[src/rtl/display_scan_driver_pkg.sv]
// Shared types and constants for the multiplexed 7-segment scan driver.
package display_pkg;

  typedef enum logic {
    GAP  = 1'b0,
    SHOW = 1'b1
  } scan_state_e;

  localparam int NIBBLE_W = 4;
  localparam logic [NIBBLE_W-1:0] SEG_DARK = 4'h0;

  function automatic int idx_width(input int digits);
    return (digits <= 2) ? 1 : $clog2(digits);
  endfunction

endpackage

[src/rtl/display_scan_driver_if.sv]
// Value/control inputs and segment/digit outputs of the scan driver.
interface display_scan_driver_if
  import display_pkg::*;
#(
  parameter int DIGITS = 4
);

  logic [NIBBLE_W*DIGITS-1:0] value;
  logic                       load;
  logic                       blank_lz;
  logic [NIBBLE_W-1:0]        seg_val;
  logic [DIGITS-1:0]          digit_sel;
  logic                       frame;

  modport master (
    output value, load, blank_lz,
    input  seg_val, digit_sel, frame
  );

  modport slave (
    input  value, load, blank_lz,
    output seg_val, digit_sel, frame
  );

endinterface

[src/rtl/display_scan_timer.sv]
// Digit scan sequencer: alternates dark gaps and lit slots, stepping the digit index.
//   state | meaning
//   GAP   | all digits dark; idx advances (wrapping) on the last gap cycle
//   SHOW  | digit idx lit for SCAN_DIV cycles
module display_scan_timer
  import display_pkg::*;
#(
  parameter int DIGITS   = 4,
  parameter int SCAN_DIV = 50000,
  parameter int GAP_CYC  = 500,
  parameter int IDX_W    = idx_width(DIGITS)
) (
  input  logic             clk,
  input  logic             rst,
  output logic             show_nxt,
  output logic [IDX_W-1:0] idx_nxt,
  output logic             wrap
);

  localparam int CNT_MAX = (SCAN_DIV > GAP_CYC) ? SCAN_DIV : GAP_CYC;
  localparam int CNT_W   = (CNT_MAX > 1) ? $clog2(CNT_MAX) : 1;
  localparam logic [CNT_W-1:0] SHOW_LAST = CNT_W'(SCAN_DIV - 1);
  localparam logic [CNT_W-1:0] GAP_LAST  = CNT_W'(GAP_CYC - 1);
  localparam logic [IDX_W-1:0] LAST_IDX  = IDX_W'(DIGITS - 1);

  scan_state_e      state_q, state_d;
  logic [CNT_W-1:0] cnt_q, cnt_d;
  logic [IDX_W-1:0] idx_q, idx_d;

  always_ff @(posedge clk) begin
    if (rst) begin
      state_q <= GAP;
      cnt_q   <= '0;
      idx_q   <= LAST_IDX;
    end else begin
      state_q <= state_d;
      cnt_q   <= cnt_d;
      idx_q   <= idx_d;
    end
  end

  always_comb begin
    state_d = state_q;
    cnt_d   = cnt_q + CNT_W'(1);
    idx_d   = idx_q;
    unique case (state_q)
      GAP: begin
        if (cnt_q == GAP_LAST) begin
          cnt_d   = '0;
          state_d = SHOW;
          // explicit wrap so non-power-of-two digit counts never overflow into unused codes
          idx_d   = (idx_q == LAST_IDX) ? '0 : idx_q + IDX_W'(1);
        end
      end
      SHOW: begin
        if (cnt_q == SHOW_LAST) begin
          cnt_d   = '0;
          state_d = GAP;
        end
      end
      default: begin
        cnt_d   = '0;
        state_d = GAP;
      end
    endcase
  end

  always_comb begin
    show_nxt = (state_d == SHOW);
    idx_nxt  = idx_d;
    wrap     = (state_q == GAP) && (state_d == SHOW) && (idx_d == '0);
  end

endmodule

[src/rtl/display_scan_driver.sv]
// Multiplexed 7-segment scan driver: frame-synchronous value update, leading-zero blanking.
module display_scan_driver
  import display_pkg::*;
#(
  parameter int DIGITS   = 4,
  parameter int SCAN_DIV = 50000,
  parameter int GAP_CYC  = 500
) (
  input logic                  clk,
  input logic                  rst,
  display_scan_driver_if.slave bus
);

  localparam int IDX_W = idx_width(DIGITS);
  localparam int VAL_W = NIBBLE_W * DIGITS;

  logic             show_nxt;
  logic [IDX_W-1:0] idx_nxt;
  logic             wrap;

  logic [VAL_W-1:0]    active_q, active_d;
  logic [VAL_W-1:0]    pending_q, pending_d;
  logic                pend_vld_q, pend_vld_d;
  logic [DIGITS-1:0]   lz_vec;
  logic                lz_run;
  logic [NIBBLE_W-1:0] seg_d, seg_q;
  logic [DIGITS-1:0]   sel_d, sel_q;
  logic                frame_q;

  display_scan_timer #(
    .DIGITS   (DIGITS),
    .SCAN_DIV (SCAN_DIV),
    .GAP_CYC  (GAP_CYC),
    .IDX_W    (IDX_W)
  ) u_timer (
    .clk      (clk),
    .rst      (rst),
    .show_nxt (show_nxt),
    .idx_nxt  (idx_nxt),
    .wrap     (wrap)
  );

  // A load coinciding with the wrap goes straight to active so the newest value wins.
  always_comb begin
    active_d   = active_q;
    pending_d  = pending_q;
    pend_vld_d = pend_vld_q;
    if (wrap) begin
      if (bus.load) begin
        active_d = bus.value;
      end else if (pend_vld_q) begin
        active_d = pending_q;
      end
      pend_vld_d = 1'b0;
    end else if (bus.load) begin
      pending_d  = bus.value;
      pend_vld_d = 1'b1;
    end
  end

  always_comb begin
    lz_vec = '0;
    lz_run = bus.blank_lz;
    for (int i = DIGITS - 1; i >= 1; i--) begin
      lz_run    = lz_run && (active_d[i*NIBBLE_W +: NIBBLE_W] == SEG_DARK);
      lz_vec[i] = lz_run;
    end
  end

  always_comb begin
    seg_d = SEG_DARK;
    sel_d = '0;
    if (show_nxt) begin
      for (int i = 0; i < DIGITS; i++) begin
        if ((idx_nxt == IDX_W'(i)) && !lz_vec[i]) begin
          sel_d[i] = 1'b1;
          seg_d    = active_d[i*NIBBLE_W +: NIBBLE_W];
        end
      end
    end
  end

  always_ff @(posedge clk) begin
    if (rst) begin
      active_q   <= '0;
      pending_q  <= '0;
      pend_vld_q <= 1'b0;
      seg_q      <= SEG_DARK;
      sel_q      <= '0;
      frame_q    <= 1'b0;
    end else begin
      active_q   <= active_d;
      pending_q  <= pending_d;
      pend_vld_q <= pend_vld_d;
      seg_q      <= seg_d;
      sel_q      <= sel_d;
      frame_q    <= wrap;
    end
  end

  assign bus.seg_val   = seg_q;
  assign bus.digit_sel = sel_q;
  assign bus.frame     = frame_q;

endmodule

[src/flat_wrapper.sv]
// flat-port wrapper written by rule: the top's interface ports become plain ports
module display_scan_driver_flat import display_pkg::*;
#(
  parameter int DIGITS   = 4,
  parameter int SCAN_DIV = 50000,
  parameter int GAP_CYC  = 500
)
  (clk, rst, bus_value, bus_load, bus_blank_lz, bus_seg_val, bus_digit_sel, bus_frame);
  display_scan_driver_if #(.DIGITS(DIGITS)) bus_i ();
  input logic clk;
  input logic rst;
  input wire logic [$bits(bus_i.value)-1:0] bus_value;
  input wire logic [$bits(bus_i.load)-1:0] bus_load;
  input wire logic [$bits(bus_i.blank_lz)-1:0] bus_blank_lz;
  output wire logic [$bits(bus_i.seg_val)-1:0] bus_seg_val;
  output wire logic [$bits(bus_i.digit_sel)-1:0] bus_digit_sel;
  output wire logic [$bits(bus_i.frame)-1:0] bus_frame;
  assign bus_i.value = bus_value;
  assign bus_i.load = bus_load;
  assign bus_i.blank_lz = bus_blank_lz;
  assign bus_seg_val = bus_i.seg_val;
  assign bus_digit_sel = bus_i.digit_sel;
  assign bus_frame = bus_i.frame;
  display_scan_driver #(.DIGITS(DIGITS), .SCAN_DIV(SCAN_DIV), .GAP_CYC(GAP_CYC)) u_core (.clk(clk), .rst(rst), .bus(bus_i));
endmodule
[config.mk]
export PLATFORM = sky130hd
export DESIGN_NAME = display_scan_driver_flat
export DESIGN_NICKNAME = d
export VERILOG_FILES = /design/src/rtl/display_scan_driver_pkg.sv /design/src/rtl/display_scan_driver_if.sv /design/src/rtl/display_scan_timer.sv /design/src/rtl/display_scan_driver.sv /design/src/flat_wrapper.sv
export SDC_FILE = /design/constraint.sdc
export NUM_CORES = 1
export LEC_CHECK = 0
export BUFFER_PORTS_ARGS = -buffer_cell sky130_fd_sc_hd__buf_4
export CELL_PAD_IN_SITES_DETAIL_PLACEMENT = 1
export CELL_PAD_IN_SITES_GLOBAL_PLACEMENT = 1
export CORE_UTILIZATION = 35
export DETAILED_ROUTE_END_ITERATION = 8
export GPL_TIMING_DRIVEN = 1
export PLACE_DENSITY = 0.71
export SYNTH_ARGS = -nofsm -noshare
export SYNTH_HDL_FRONTEND = slang
export SYNTH_SLANG_ARGS = --single-unit
[constraint.sdc]
create_clock -name clk -period 2.8 [get_ports clk]
set_clock_uncertainty 0.15 [all_clocks]
set_input_delay 0 -clock clk [delete_from_list [all_inputs] [get_ports clk]]
set_output_delay 0 -clock clk [all_outputs]
set_load 0.02 [all_outputs]
Word-level counts from Yosys, hierarchy flattened
Index checks and enable logic that the tools add are counted.

storage, ports and cells
  logic and storage cells = 58
  register bits after elaboration = 61
  output and inout bits = 9
  input bits = 20

operators by class
  bitwise gates (word level) = 3
  add/subtract/negate cells = 2
  muxes and demuxes = 20
  equal/unequal tests = 6
  reductions and logical operators = 18

operators by type and width
  cell                   count
  $mux 16                5
  $pmux 16 s2            1
  $add 16x1->16 const B  1
  $eq 16x16->1 const B   1
  $eq 16x9->1 const B    1
  $mux 4                 4
  $logic_not 4->1        3
  $logic_and 1x1->1      8
  $eq 2x2->1 const B     3
  $mux 1                 6
  $mux 2                 3
  $reduce_or 2->1        2
  $logic_not 1->1        3
  $not 1->1              3
  $add 2x1->2 const B    1
  $eq 2x1->1 const B     1
  $logic_not 2->1        1
  $pmux 1 s2             1
  $reduce_and 2->1       1

Longest topological paths before layout
  depth in word-level cells = 16
  gate-level depth with buffers = 9
  mapped depth without buffers = 8

Cells and area by module
From an unflattened synthesis, not the netlist that was laid out.

second synthesis, totals
  cell total of the unflattened synthesis = 298
  area, all modules = 2835.2 um^2

by module, submodules not included
  module               times used  area each (um^2)  seq. area each (um^2)  cells each
  display_scan_driver  1           1893.1            840.8                  193
  display_scan_timer   1           942.2             380.4                  105

Worst setup path after synthesis
No wires, ideal clock.

  path type = register to register
  start point = reg u_core.u_timer.cnt_q[0]
  end point = reg u_core.seg_q[3] (netlist: u_core.bus.seg_val[3])
  stages on the path, launching flop included = 10
  arrival = 2.602 ns
  setup slack = -0.023 ns
  buffers on the path = 1
  period minus slack after synthesis = 2.823 ns
  data required time = 2.579 ns
  path through = dfxtp_1 ha_1 or4b_1 or4_4 or2_0 buf_2 a32oi_1 a21boi_1 or3_1 a21oi_1

on the way
  word-level cells in the longest chain between the ends = 15
  elaborated cells between the ends (all ways) = 32
  those cells by class = 5 x eq/ne; 10 x mux; 1 x bitwise; 16 x reduce/logical

RTL lines
  item                                                  line                                                 text
  from (decl)                                           display_scan_timer.sv:27                             logic [CNT_W-1:0] cnt_q, cnt_d;
  from (signal assigned)                                display_scan_timer.sv:37                             cnt_q <= cnt_d;
  $eq 16x16->1 or $eq 16x9->1 (tied branches)           display_scan_timer.sv:56, display_scan_timer.sv:48
  $mux 1 (tied with other cells)                        display_scan_timer.sv:56                             if (cnt_q == SHOW_LAST) begin
  $pmux 1 s2 or $mux 2 (tied branches)                  display_scan_timer.sv:46                             unique case (state_q)
  $logic_and 1x1->1 or $logic_not 2->1 (tied branches)  display_scan_timer.sv:71, display_scan_driver.sv:75
  $logic_and 1x1->1                                     display_scan_timer.sv:71                             wrap = (state_q == GAP) && (state_d == SHOW) && (idx_d == '0);
  $mux 16                                               display_scan_driver.sv:48                            if (wrap) begin
  $logic_not 4->1                                       display_scan_driver.sv:65                            lz_run = lz_run && (active_d[i*NIBBLE_W +: NIBBLE_W] == SEG_DARK);
  $logic_and 1x1->1 (3 in series)                       display_scan_driver.sv:65
  $logic_not 1->1                                       display_scan_driver.sv:75                            if ((idx_nxt == IDX_W'(i)) && !lz_vec[i]) begin
  $logic_and 1x1->1                                     display_scan_driver.sv:75
  $mux 4 (3 in series)                                  display_scan_driver.sv:75
  to (signal assigned)                                  display_scan_driver.sv:95                            seg_q <= seg_d;
  to (decl)                                             display_scan_driver.sv:26                            logic [NIBBLE_W-1:0] seg_d, seg_q;

Parallel ways exist; a longest one is shown, timed or not.
A chain may end at the register's enable or synchronous reset.

Worst setup path in the final report
  start point = reg u_core.u_timer.cnt_q[1]
  end point = reg u_core.seg_q[0] (netlist: u_core.bus.seg_val[0])

The elaborated chain is that of the path after synthesis.

==> metrics.md <==
| Metric | Value |
|---|---|
| Hold Slack | `0.3082 ns` |
| Reg2Reg Depth | `8` |
| DP HPWL | `5.473 mm` |
| # DRC | `0` |
| Placed Area | `about 0.0033 mm^2` |
| Cell area after synthesis | `0.002768 mm^2` |
| CP endpoint kind | `flip-flop` |
| Slew Viols, Final | `0` |
| Worst setup SP type | `flip-flop` |
| IO Count | `29` |
| Die Ht | `90.93 um` |
| GRT Overall Usage | `20.87%` |
| Final net count | `416` |
| GP Congestion | `0.7608` |
| Multi-input gate area | `roughly 0.0015 mm^2` |
| Post-synthesis register bit count | `61` |
| Initial core utilization | `36.00%` |
| Skew-Pair Late Insertion Delay | `0.35 ns` |
| Iteration-0 DRC Markers | `123` |
| Die Span X | `between 90 and 100 um` |
| CTS Buffer Depth | `2` |
| Avg Inst Size Synth | `around 8.5 um^2` |
| Largest net degree at the start of global routing | `38` |
| Most common cell after layout, fill and taps aside | `dfxtp_1` |
| Total grt overflow | `0` |
| Synth Net Count | `347` |
| # diodes | `0` |
| Worst-path clk slew | `approximately 0.070 ns` |
| Post-synth EDFFs | `0` |
| Crit Reg-Reg Startpoint | `u_core.u_timer.cnt_q[1]$_SDFF_PP0_` |
| Ys Warns | `0` |
| Ratio of final minimum period to clock period | `98.45%` |
| Routed Antenna Nets | `0` |
| Via density | `approximately 5.2` |
| Hold crit path type | `in2reg` |
| First-pass GRT wire length | `13.55 mm` |
| Required time of the critical path | `2.94 ns` |
| Post-synthesis cell type count | `45` |
| HP Start | `bus_value[15]` |
| Max Cap Viol | `0` |
| Most frequent cells in the layout | `dfxtp_1 (59), buf_4 (55), nor2_1 (52)` |
| Hold Path Stages | `4` |
| RSZ-0062 raised after global routing | `yes` |
| Critical path class | `reg2reg` |
| Core area | `0.007687 mm^2` |
| Filler cells | `around 910` |
| Vias post-DR | `2613` |
| Final Hold Fails | `0` |
| Max Fclk | `362.7 MHz` |
| Ys async rst share | `0%` |
| VDD IR-drop max | `0.0002880 V` |
| DIE AREA | `slightly above 0.008 mm^2` |
| Worst-path fanout max | `4` |
| IO buf count | `28` |
| CTS tree | `built` |
| CTS Buf Count | `9` |
| Min Tclk post-route | `roughly 2.8 ns` |
| Reg2reg setup slack | `~0.043 ns` |
| Worst r2r dst | `u_core.bus.seg_val[0]$_SDFF_PP0_` |
| Tightest Pin Transition | `approximately 0.58 ns` |
| Sink of the worst hold path | `u_core.pending_q[15]$_SDFFE_PP0P_` |
| Routed WL per cell | `~16 um` |
| Sequential area share after synthesis | `44.12%` |
| Met1 Routed Length | `between 3 and 4 mm` |
| Sequential Area | `0.001224 mm^2` |
| Place WS | `-0.1007 ns` |
| Final core utilization | `49.45%` |
| Post-Route WL | `slightly above 8 mm` |
| PD cells | `520.8 mW/mm^2` |
| Pleak | `1.512 nW` |
| Initial antenna violation count | `0` |
| Final Setup Violations | `0` |
| CTS H-tree lvls | `3` |
| Status | `finished, final reports clean` |
| Layout area overhead | `37.34%` |
| Total power | `1.980 mW` |
| Fraction of final layout cells sized beyond drive strength 1 | `25.56%` |
| CTS sink cnt | `61` |
| Number of global-route vias before repair | `2782` |
| Root Driver | `clkbuf_8` |
| Worst relative slew slack | `61.29%` |
| Setup ws final | `0.04327 ns` |
| Top_reg_cell synth | `dfxtp_1` |
| Met2 wire len | `4.118 mm` |
| Met3 wire len | `225 um` |
| Gate Count Post-Synth | `between 300 and 400` |
| Drt first pass iters | `4` |
| Worst EP arrival | `2.90 ns` |
| Final Instance Area | `0.003801 mm^2` |
| Row count | `32` |
| Top layer in use | `met4` |
## per-stage QoR
stage / std cells / TNS [ns]
CTS: 499 / 0
detailed placement: 464 / -0.6086
global placement: 464 / 0
floorplan: 325 / 0
global route: 501 / -0.2404
finish: 501 / 0
## layer usage
layer / track usage [%] / vias to the layer above
li1: - / 1293
met2: 36.43 / 46
met3: 4.630 / 13
met5: 0 / -
met1: 24.70 / 1261
met4: 8.333 / 0
## Yosys cell counts, drive strengths merged, types with 2 or more instances
| library cell | instances | area, um^2 |
|---|---|---|
| dfxtp | 61 | 1221 |
| nor2 | 54 | 202.7 |
| nand2 | 22 | 82.58 |
| a21oi | 19 | 95.09 |
| nand3 | 17 | 85.08 |
| nor2b | 15 | 93.84 |
| clkbuf | 13 | 48.80 |
| mux2i | 12 | 120.1 |
| nor3 | 10 | 55.05 |
| a31oi | 9 | 56.30 |
| xor2 | 9 | 78.83 |
| o22ai | 7 | 43.79 |
| buf | 6 | 26.27 |
| inv | 6 | 22.52 |
| nor4 | 5 | 31.28 |
| o221a | 5 | 56.30 |
| xnor2 | 5 | 43.79 |
| a222oi | 4 | 40.04 |
| and4 | 4 | 35.03 |
| nor3b | 4 | 30.03 |
| and3 | 3 | 18.77 |
| nand4 | 3 | 18.77 |
| o2bb2ai | 3 | 26.28 |
| or2 | 3 | 18.77 |
| and2 | 2 | 12.51 |
| ha | 2 | 25.02 |
| nand3b | 2 | 15.01 |
| o21ai | 2 | 10.01 |
| o21bai | 2 | 15.01 |
| o31a | 2 | 17.52 |
| o31ai | 2 | 15.01 |
| or3 | 2 | 12.51 |
## power by group
part	switching, mW	leakage (nW)	internal [mW]
clock	0.362	0.120	0.551
combinational	0.0813	0.897	0.0873
sequential	0.0127	0.496	0.886
## final cells by class
type	instances	area share, %
Tap cell	102	3.357
Sequential cell	61	32.19
Clock inverter	5	2.172
Timing Repair Buffer	77	17.35
Multi-Input combinational cell	239	40.36
Clock buffer	11	3.983
Inverter	6	0.5925
## critical path, stage by stage, from the launching register on
cell,delay (ns)
dfxtp_2,0.36
ha_4,0.14
or4b_4,0.45
or4_4,0.54
or2_4,0.29
a32oi_2,0.18
a21boi_2,0.10
nor3_2,0.32
o2bb2ai_1,0.16
## logic make-up (layout without fill, tap and decap cells)
| family | Yosys count | in the layout | share of synthesized area, % |
|---|---|---|---|
| buffers and inverters | 25 | 99 | 3.526 |
| muxes | 13 | 13 | 4.747 |
| DFF | 61 | 61 | 44.12 |
| adders and majority gates | 2 | 2 | 0.9040 |
| and+or+nand+nor | 151 | 151 | 27.49 |
| xor gates and xnor gates | 14 | 14 | 4.430 |
| AOI/OAI and AO/OA | 59 | 59 | 14.78 |
## sequential cells by signal, summed over array words and instances (netlist names)
register and count:
u_core.active_q 16, u_core.bus.seg_val 4, u_core.pend_vld_q 1, u_core.u_timer.cnt_q 16, u_core.bus.frame 1, u_core.u_timer.state_q 1
u_core.bus.digit_sel 4, u_core.u_timer.idx_q 2, u_core.pending_q 16
## repair_timing
action	in CTS	in global routing
gates resized for setup	9	12
endpoints found under the hold margin	38	0
gates cloned	0	1
endpoints found under the setup margin	12	12
buffers inserted	0	1
hold buffers	19	0
pin swaps	1	0
## how the worst max path moves through the flow
stage | start | to | slack (ns) | cells past startpoint
floorplan | u_core.u_timer.cnt_q[1]$_SDFF_PP0_ | u_core.bus.seg_val[3]$_SDFF_PP0_ | 0.01 | 9
global placement | u_core.u_timer.cnt_q[1]$_SDFF_PP0_ | u_core.bus.seg_val[1]$_SDFF_PP0_ | 0.007 | 8
detailed placement | u_core.u_timer.cnt_q[1]$_SDFF_PP0_ | u_core.bus.seg_val[0]$_SDFF_PP0_ | -0.10 | 8
CTS | u_core.u_timer.cnt_q[1]$_SDFF_PP0_ | u_core.bus.seg_val[3]$_SDFF_PP0_ | 0.02 | 8
global route | u_core.u_timer.cnt_q[1]$_SDFF_PP0_ | u_core.bus.seg_val[1]$_SDFF_PP0_ | -0.06 | 8
finish | u_core.u_timer.cnt_q[1]$_SDFF_PP0_ | u_core.bus.seg_val[0]$_SDFF_PP0_ | 0.04 | 8
No activity file was read; power rests on OpenSTA's default activity.
